### src/rtl/torque_array.sv
`default_nettype none
// ============================================================================
// Module   : torque_array
// Purpose  : Streams one tangential drive force per wheel node, wheel-major,
//            with valid/ready handshake, index tags and saturation flag.
// Revision : 1.0  initial release
// ============================================================================
module torque_array #(
  parameter int NUM_WHEELS    = 2,
  parameter int NUM_NODES     = 10,
  parameter int POSITION_SIZE = 8,
  parameter int FORCE_SIZE    = 8,
  parameter int DRIVE_SIZE    = 3,
  parameter int TORQUE        = 4,
  parameter int TORQUE_SHIFT  = 0
) (
  input  logic                                                   clk_in,
  input  logic                                                   rst_in,
  input  logic                                                   begin_in,
  input  logic [NUM_WHEELS-1:0][DRIVE_SIZE-1:0]                  drive_in,
  input  logic [NUM_WHEELS-1:0][NUM_NODES-1:0][POSITION_SIZE-1:0] nodes_x_in,
  input  logic [NUM_WHEELS-1:0][NUM_NODES-1:0][POSITION_SIZE-1:0] nodes_y_in,
  input  logic [NUM_WHEELS-1:0][POSITION_SIZE-1:0]               axle_x_in,
  input  logic [NUM_WHEELS-1:0][POSITION_SIZE-1:0]               axle_y_in,
  input  logic                                                   force_ready_in,
  output logic signed [FORCE_SIZE-1:0]                           force_x_out,
  output logic signed [FORCE_SIZE-1:0]                           force_y_out,
  output logic [$clog2(NUM_WHEELS):0]                            wheel_idx_out,
  output logic [$clog2(NUM_NODES):0]                             node_idx_out,
  output logic                                                   force_valid_out,
  output logic                                                   sat_out,
  output logic                                                   busy_out,
  output logic                                                   done_out
);

  localparam int c_WI = $clog2(NUM_WHEELS) + 1;
  localparam int c_NI = $clog2(NUM_NODES) + 1;
  // Wide enough that difference * drive * gain can never overflow.
  localparam int c_PW = POSITION_SIZE + DRIVE_SIZE + 34;
  localparam logic [c_WI-1:0] c_LAST_W = c_WI'(NUM_WHEELS - 1);
  localparam logic [c_NI-1:0] c_LAST_N = c_NI'(NUM_NODES - 1);
  localparam logic signed [c_PW-1:0] c_GAIN = c_PW'(TORQUE);
  localparam logic signed [c_PW-1:0] c_FMAX = (c_PW'(1) <<< (FORCE_SIZE - 1)) - c_PW'(1);
  localparam logic signed [c_PW-1:0] c_FMIN = -c_FMAX - c_PW'(1);

  typedef enum logic [1:0] {
    S_IDLE = 2'd0,
    S_RUN  = 2'd1,
    S_DONE = 2'd2
  } state_t;

  state_t r_state, w_state_nxt;

  logic [NUM_WHEELS-1:0][DRIVE_SIZE-1:0] r_drive;
  logic [c_WI-1:0]                       r_wheel, w_sel_w;
  logic [c_NI-1:0]                       r_node, w_sel_n;
  logic signed [FORCE_SIZE-1:0]          r_fx, r_fy, w_fx, w_fy;
  logic                                  r_sat, w_sat_x, w_sat_y;
  logic                                  w_first, w_load, w_clear, w_last;

  logic signed [POSITION_SIZE-1:0] w_nx, w_ny, w_ax, w_ay;
  logic signed [DRIVE_SIZE-1:0]    w_drv;
  logic signed [c_PW-1:0]          w_dx, w_dy, w_drv_ext, w_raw_x, w_raw_y, w_sx, w_sy;

  assign w_last = (r_wheel == c_LAST_W) && (r_node == c_LAST_N);

  always_ff @(posedge clk_in) begin
    if (!rst_in) r_state <= S_IDLE;
    else         r_state <= w_state_nxt;
  end

  // In RUN the output is always valid, so a transfer is simply ready high.
  always_comb begin
    w_state_nxt = r_state;
    w_first     = 1'b0;
    w_load      = 1'b0;
    w_clear     = 1'b0;
    w_sel_w     = r_wheel;
    w_sel_n     = r_node;
    case (r_state)
      S_IDLE: begin
        if (begin_in) begin
          w_state_nxt = S_RUN;
          w_first     = 1'b1;
          w_load      = 1'b1;
          w_sel_w     = '0;
          w_sel_n     = '0;
        end
      end
      S_RUN: begin
        if (force_ready_in) begin
          if (w_last) begin
            w_state_nxt = S_DONE;
            w_clear     = 1'b1;
          end else begin
            w_load = 1'b1;
            if (r_node == c_LAST_N) begin
              w_sel_w = r_wheel + c_WI'(1);
              w_sel_n = '0;
            end else begin
              w_sel_n = r_node + c_NI'(1);
            end
          end
        end
      end
      S_DONE:  w_state_nxt = S_IDLE;
      default: w_state_nxt = S_IDLE;
    endcase
  end

  // Operand select; the first node uses the incoming drive since it is latched on the same edge.
  always_comb begin
    w_nx  = '0;
    w_ny  = '0;
    w_ax  = '0;
    w_ay  = '0;
    w_drv = '0;
    for (int w = 0; w < NUM_WHEELS; w++) begin
      if (w_sel_w == c_WI'(w)) begin
        w_ax  = axle_x_in[w];
        w_ay  = axle_y_in[w];
        w_drv = w_first ? drive_in[w] : r_drive[w];
        for (int n = 0; n < NUM_NODES; n++) begin
          if (w_sel_n == c_NI'(n)) begin
            w_nx = nodes_x_in[w][n];
            w_ny = nodes_y_in[w][n];
          end
        end
      end
    end
  end

  assign w_dx      = c_PW'(w_nx) - c_PW'(w_ax);
  assign w_dy      = c_PW'(w_ny) - c_PW'(w_ay);
  assign w_drv_ext = c_PW'(w_drv);
  assign w_raw_x   = (-w_dy) * w_drv_ext * c_GAIN;
  assign w_raw_y   = w_dx * w_drv_ext * c_GAIN;
  assign w_sx      = w_raw_x >>> TORQUE_SHIFT;
  assign w_sy      = w_raw_y >>> TORQUE_SHIFT;

  always_comb begin
    w_sat_x = 1'b1;
    w_sat_y = 1'b1;
    if (w_sx > c_FMAX)      w_fx = c_FMAX[FORCE_SIZE-1:0];
    else if (w_sx < c_FMIN) w_fx = c_FMIN[FORCE_SIZE-1:0];
    else begin
      w_fx    = w_sx[FORCE_SIZE-1:0];
      w_sat_x = 1'b0;
    end
    if (w_sy > c_FMAX)      w_fy = c_FMAX[FORCE_SIZE-1:0];
    else if (w_sy < c_FMIN) w_fy = c_FMIN[FORCE_SIZE-1:0];
    else begin
      w_fy    = w_sy[FORCE_SIZE-1:0];
      w_sat_y = 1'b0;
    end
  end

  always_ff @(posedge clk_in) begin
    if (!rst_in) begin
      r_drive <= '0;
      r_wheel <= '0;
      r_node  <= '0;
      r_fx    <= '0;
      r_fy    <= '0;
      r_sat   <= 1'b0;
    end else begin
      if (w_first) r_drive <= drive_in;
      if (w_load) begin
        r_wheel <= w_sel_w;
        r_node  <= w_sel_n;
        r_fx    <= w_fx;
        r_fy    <= w_fy;
        r_sat   <= w_sat_x | w_sat_y;
      end else if (w_clear) begin
        r_wheel <= '0;
        r_node  <= '0;
        r_fx    <= '0;
        r_fy    <= '0;
        r_sat   <= 1'b0;
      end
    end
  end

  assign force_x_out     = r_fx;
  assign force_y_out     = r_fy;
  assign wheel_idx_out   = r_wheel;
  assign node_idx_out    = r_node;
  assign sat_out         = r_sat;
  assign force_valid_out = (r_state == S_RUN);
  assign busy_out        = (r_state == S_RUN);
  assign done_out        = (r_state == S_DONE);

endmodule
`default_nettype wire

### config.mk
export PLATFORM = sky130hd
export DESIGN_NAME = torque_array
export DESIGN_NICKNAME = d
export VERILOG_FILES = /design/src/rtl/torque_array.sv
export SDC_FILE = /design/constraint.sdc
export NUM_CORES = 1
export LEC_CHECK = 0
export ABC_AREA = 1
export CORE_MARGIN = 2
export CORE_UTILIZATION = 48
export CTS_CLUSTER_SIZE = 40
export DETAILED_ROUTE_END_ITERATION = 10
export PLACE_DENSITY = 0.93
export SLEW_MARGIN = 20
export SYNTH_ARGS = -nofsm -noshare
export SYNTH_HDL_FRONTEND = slang
export SYNTH_SLANG_ARGS = --single-unit
### constraint.sdc
create_clock -name clk_in -period 10.5 [get_ports clk_in]
set_input_delay 1.05 -clock clk_in [delete_from_list [all_inputs] [get_ports clk_in]]
set_output_delay 1.05 -clock clk_in [all_outputs]
set_load 0.005 [all_outputs]
# Word level (Yosys, flattened, before mapping)

Cells that the tools add are included.

Add/subtract/negate cells: 5
Multipliers: 2
Magnitude comparators: 4
Equal/unequal tests: 17
Multiplexer cells: 91
Bitwise logic cells: 1
Reduce and logical (&&, ||, !) cells: 6

Operator list:

| cell                                                                             | count |
|---|---|
| 8-bit two-way mux                                                                | 55 |
| 45-bit by 8-bit greater-than comparator with 1-bit output, second input constant | 1 |
| 45-bit by 8-bit < comparator with 1-bit output, second input constant            | 1 |
| 45-bit by 3-bit multiplier with 43-bit output                                    | 1 |
| 9-bit negator with 45-bit output                                                 | 1 |
| 5-bit two-way mux                                                                | 6 |
| 5-bit by 3-bit equality test with 1-bit output, second input constant            | 4 |
| 2-bit two-way mux                                                                | 9 |
| 8-bit by 8-bit subtractor with 9-bit output                                      | 2 |
| 5-bit by 4-bit equality test with 1-bit output, second input constant            | 3 |
| 14-bit by 8-bit greater-than comparator with 1-bit output, second input constant | 1 |
| 14-bit by 8-bit < comparator with 1-bit output, second input constant            | 1 |
| 1-bit two-way mux                                                                | 13 |
| 9-bit by 3-bit multiplier with 12-bit output                                     | 1 |
| 3-bit two-way mux                                                                | 4 |
| 5-bit by 2-bit equality test with 1-bit output, second input constant            | 2 |
| 5-bit case mux with 2 select lines                                               | 1 |
| 2-bit case mux with 2 select lines                                               | 2 |
| 2-bit by 1-bit equality test with 1-bit output, second input constant            | 3 |
| 5-bit by 1-bit adder with 5-bit output, second input constant                    | 1 |
| 5-bit by 1-bit equality test with 1-bit output, second input constant            | 1 |
| 5-bit logical NOT                                                                | 1 |
| 2-bit logical NOT                                                                | 2 |
| 2-bit != test, second input constant                                             | 2 |
| other kinds (8)                                                                  | 8 |

Register bits after elaboration: 32
Logic and storage cells: 134

# Longest topological paths before layout

Depth in word-level cells: 36
Gate-level depth with buffers: 70

# Worst setup path before layout

No wires, ideal clock.

Path type: in2reg
Start: input force_ready_in
End: register r_sat (netlist: sat_out)
Setup time: 0.132 ns
Arrival: 8.936 ns
Data required time: 10.368 ns
Setup slack: 1.432 ns
Cell stages on the path: 57
Cells stage by stage: inv_1 > o21ai_1 > nand2_1 > o21ai_1 > inv_1 > nor2_2 > nand2_1 > inv_2 > nand2_1 > nand3_1 > a21boi_0 > nand4_1 > o21ai_0 > nand2_1 > nand3_1 > nand2_1 > nand2_1 > nand2_1 > [... 21 more ...] > nand2_1 > o21ai_0 > inv_1 > o21ai_0 > a21oi_1 > o21ai_0 > a21oi_1 > o21ai_0 > inv_1 > o21ai_0 > xor2_2 > nand3_1 > nor2_1 > nand4_1 > nand2_2 > nand2_1 > nand2_1 > a21oi_1

Word-level cells in the longest chain between the ends: 33
Elaborated cells on any way between the ends: 86
Those cells by class: add/sub: 3; mul: 2; order compare: 4; eq/ne: 10; mux: 63; bitwise: 1; reduce/logical: 3

Ends and longest elaborated chain:

| item                                           | line | RTL |
|---|---|---|
| start, declared                                | 25   | `input logic force_ready_in,` |
| 5-bit two-way mux                              | 91   | `if (force_ready_in) begin` |
| 5-bit case mux with 2 select lines             | 80   | `case (r_state)` |
| 5-bit logical NOT                              | 124  | `if (w_sel_n == c_NI'(n)) begin` |
| 8-bit two-way mux (10 in series)               | 124  |  |
| 8-bit two-way mux                              | 119  | `if (w_sel_w == c_WI'(w)) begin` |
| 8-bit two-way mux (10 in series)               | 124  |  |
| 8-bit two-way mux                              | 119  |  |
| 8-bit by 8-bit subtractor with 9-bit output    | 134  | `assign w_dy = c_PW'(w_ny) - c_PW'(w_ay);` |
| 9-bit negator with 45-bit output               | 136  | `assign w_raw_x = (-w_dy) * w_drv_ext * c_GAIN;` |
| 45-bit by 3-bit multiplier with 43-bit output  | 136  |  |
| 45-bit by 8-bit < comparator with 1-bit output | 145  | `else if (w_sx < c_FMIN) w_fx = c_FMIN[FORCE_SIZE-1:0];` |
| 1-bit two-way mux                              | 145  |  |
| 1-bit two-way mux                              | 144  | `if (w_sx > c_FMAX) w_fx = c_FMAX[FORCE_SIZE-1:0];` |
| 1-bit bitwise OR                               | 173  | `r_sat <= w_sat_x \| w_sat_y;` |
| 1-bit two-way mux                              | 168  | `if (w_load) begin` |
| end signal, assigned                           | 173  |  |
| end, declared                                  | 58   | `logic r_sat, w_sat_x, w_sat_y;` |

Parallel ways exist; a longest one is shown, timed or not.
A chain may end at the register's enable or synchronous reset.

# Final worst setup path

Start: input begin_in
End: register r_sat (netlist: sat_out)

Word-level cells in the longest chain between the ends: 33
Elaborated cells on any way between the ends: 87
Those cells by class: add/sub: 3; mul: 2; order compare: 4; eq/ne: 10; mux: 64; bitwise: 1; reduce/logical: 3

Ends and longest elaborated chain:

| item                                           | line | RTL |
|---|---|---|
| start, declared                                | 19   | `input logic begin_in,` |
| 5-bit two-way mux                              | 82   | `if (begin_in) begin` |
| 5-bit case mux with 2 select lines             | 80   |  |
| 5-bit logical NOT                              | 124  |  |
| 8-bit two-way mux (10 in series)               | 124  |  |
| 8-bit two-way mux                              | 119  |  |
| 8-bit two-way mux (10 in series)               | 124  |  |
| 8-bit two-way mux                              | 119  |  |
| 8-bit by 8-bit subtractor with 9-bit output    | 134  |  |
| 9-bit negator with 45-bit output               | 136  |  |
| 45-bit by 3-bit multiplier with 43-bit output  | 136  |  |
| 45-bit by 8-bit < comparator with 1-bit output | 145  |  |
| 1-bit two-way mux                              | 145  |  |
| 1-bit two-way mux                              | 144  |  |
| 1-bit bitwise OR                               | 173  |  |
| 1-bit two-way mux                              | 168  |  |

Parallel ways exist; a longest one is shown, timed or not.

==> results.json <==
{
  "h-tree-depth": 2,
  "power.density_nw_per_um2": 126.6,
  "cts_tree": "yes",
  "finalWirelength_um": 50160,
  "criticalPathCategory": "input pin to flop",
  "min_period_ns": 10.08,
  "numClockSinks": 30,
  "final_cells": 2586,
  "rows": 55,
  "cp.required_ns": 10.62,
  "arrival_ns": 10.20,
  "port_buffers": 388,
  "netlist_area_um2": 11120,
  "grt_overflow_total": 0,
  "worstReg2RegStart": "r_state[0]",
  "ant_nets": 0,
  "ys_seq_area_share_pct": 5.401,
  "root_buffer": "clkbuf_16",
  "grt.total_usage_pct": 39.63,
  "layout-drive-gt1-share_pct": 7.053,
  "initial_utilization_pct": 48.96,
  "dp.cells": 2568,
  "min_to": "force_y_out[4]",
  "cts_hold_buffers": 0,
  "holdWs_ns": 0.4708,
  "clock_path_buffers": 2,
  "rrSetupSlack_ns": 0.69,
  "antenna_found_initial": 6,
  "num-nets-final": 2840,
  "async_flop_share_pct": 0,
  "drt_pass1_iterations": 7,
  "vdd.ir_drop.worst_uv": 78.84,
  "syn_inst": 1927,
  "ys_ff_latch": 30,
  "status": "complete, no violations",
  "area_growth_pct": 41.27,
  "worst_pin_slew_ns": 0.9869,
  "p_leak_nw": 7.963,
  "first_global_vias": 14090,
  "grt_max_degree": 42,
  "cts.clk_slew.worst_paths_ns": 0.05,
  "fin_util_pct": 69.17,
  "timing.setup.tns_ns": 0,
  "stdcell_area_um2": 15710,
  "slew_violations": 0,
  "max_freq_ghz": 0.09920,
  "hold_violations": 0,
  "yosysWarnings": 0,
  "crit_path_max_fanout": 7,
  "gp_congestion": 1.065,
  "critical-path-slowest-cell": "fa_2",
  "syn-num-nets": 2471,
  "die_x_um": 156.2,
  "maxCapViolCount": 0,
  "synthDistinctLibCells": 47,
  "cts_made_buffers": 5,
  "endpoint_kind": "flop",
  "synth_edf_count": 0,
  "grt_first_pass_wirelength_um": 75070,
  "finClkSkew_ns": 0.003911,
  "slowest_delay_ns": 0.49,
  "drtIter0Drc": 1663,
  "vias": 14940,
  "die_y_um": 156.2,
  "synth_area_leaders": "nand2_1 19%, ha_1 13%, fa_1 12%, nor2_1 8.4%, inv_1 8.3%",
  "io_pins": 389,
  "finalSetupViolations": 0,
  "viasPerCell": 5.777,
  "clkLatencyLatePin_ns": 0.28,
  "hold_start": "force_y_out[4]",
  "reg2reg_to": "force_x_out[3]",
  "yosys.area.top_type": "nand2_1",
  "reg2regPathDepth": 68,
  "dp_hpwl_um": 40500,
  "core_area_um2": 22710,
  "ys.flop_type": "dfxtp_1",
  "synth_top_area_share_pct": 18.87,
  "hold_path.class": "flop to flop",
  "route.detailed.drc": 0,
  "routedWlPerCell_um": 19.40,
  "syn-mean-instance-area_um2": 5.770,
  "start_kind": "input pin",
  "max_slew_margin_pct": 34.13,
  "hold_depth": 2,
  "finalCritPeriodShare_pct": 96.01,
  "die-area_um2": 24400,
  "place_area_um2": 15380,
  "cpMostUsedCell": "nand2_1"
}
==> layer usage <==
metal	vias up	share of wire (%)	track usage (%)
li1	6841	-	-
met1	6792	35	44.72
met2	980	44	63.04
met3	322	12	12.81
met4	4	9.1	28.66
met5	-	0.052	0
==> placed cells by master, fill, tap and decap left out, types with 4 or more instances in the layout <==
cell,n
nand3_1,110
nand2_1,552
nand2_2,8
or2_2,46
o21ai_2,5
clkdlybuf4s50_1,387
nor2_4,6
nor3_1,9
xor2_1,42
a21oi_1,143
o211ai_1,4
inv_1,243
nor2_2,8
inv_2,11
dfxtp_1,30
a22oi_1,4
nand4_1,25
buf_4,47
nand3_2,4
fa_1,65
nor2_1,243
clkbuf_16,5
ha_1,115
a21o_1,7
diode_2,4
o21ai_0,83
xnor2_1,16
a22o_1,10
o21bai_1,10
o21ai_1,13
==> critical path, delay by kind of cell <==
| family | cells | cell delay (ns) |
|---|---|---|
| AO/OA/AOI/OAI | 7 | 1.08 |
| buffers and inverters | 7 | 1.31 |
| AND/OR/NAND/NOR | 40 | 3.79 |
| XOR/XNOR | 1 | 0.28 |
| adder cells (fa/ha/maj) | 7 | 2.69 |
==> synthesized netlist by cell type (5+ instances only) <==
| cell | count |
|---|---|
| a21o_1 | 7 |
| a21oi_1 | 146 |
| a22o_1 | 10 |
| buf_1 | 9 |
| buf_2 | 8 |
| buf_4 | 5 |
| clkbuf_1 | 53 |
| dfxtp_1 | 30 |
| fa_1 | 66 |
| ha_1 | 116 |
| inv_1 | 247 |
| inv_2 | 7 |
| nand2_1 | 559 |
| nand3_1 | 113 |
| nand4_1 | 25 |
| nor2_1 | 250 |
| nor3_1 | 9 |
| o21ai_0 | 94 |
| o21ai_1 | 6 |
| o21bai_1 | 10 |
| or2_2 | 46 |
| xnor2_1 | 16 |
| xor2_1 | 42 |
==> final cells by class <==
class	instances	area (µm²)
Antenna cell	4	10.01
Inverter	258	978.4
Multi-Input combinational cell	1564	9350
Timing Repair Buffer	437	4265
Tap cell	285	356.6
Clock inverter	1	5.005
Fill cell	1859	7000
Sequential cell	30	600.6
Clock buffer	7	142.6
==> how the worst max path moves through the flow <==
stage	from	endpoint
after detailed placement	force_ready_in	sat_out
after floorplan	force_ready_in	sat_out
final	begin_in	sat_out
after global routing	force_ready_in	force_x_out[3]
after CTS	force_ready_in	sat_out
after global placement	force_ready_in	sat_out
==> what timing repair did <==
item	in CTS	in global routing
endpoints found under the hold margin	0	0
setup buffers	0	6
endpoints found under the setup margin	6	8
gates resized for setup	1	51
pin swaps	0	7
==> kinds of logic after synthesis <==
| group | Yosys count | synth area share [%] |
|---|---|---|
| buffers and inverters | 333 | 11.52 |
| and+or+nand+nor | 1023 | 38.36 |
| muxes | 3 | 0.2701 |
| xor gates and xnor gates | 61 | 5.007 |
| AOI/OAI and AO/OA | 295 | 14.50 |
| adders and majority gates | 182 | 24.94 |
| DFF | 30 | 5.401 |
==> registers in the layout (all words and copies together) (netlist names) <==
name           cells
sat_out            1
r_state            2
r_drive            6
node_idx_out       5
wheel_idx_out      2
force_x_out        7
force_y_out        7
==> where the power goes <==
part	internal, mW	switching [mW]
logic	0.679	1.02
registers	0.134	0.0132
clock network	0.0939	0.0516
total	0.907	1.08
==> through the flow <==
stage          power, mW  setup slack, ns
2_1_floorplan      1.210            1.432
3_3_place_gp       1.684           0.1253
3_5_place_dp       1.741          -0.2767
4_1_cts            1.902          0.04052
5_1_grt            2.165          -0.2017
6_report           1.989           0.4193
Power figures use the tool's default switching activity.
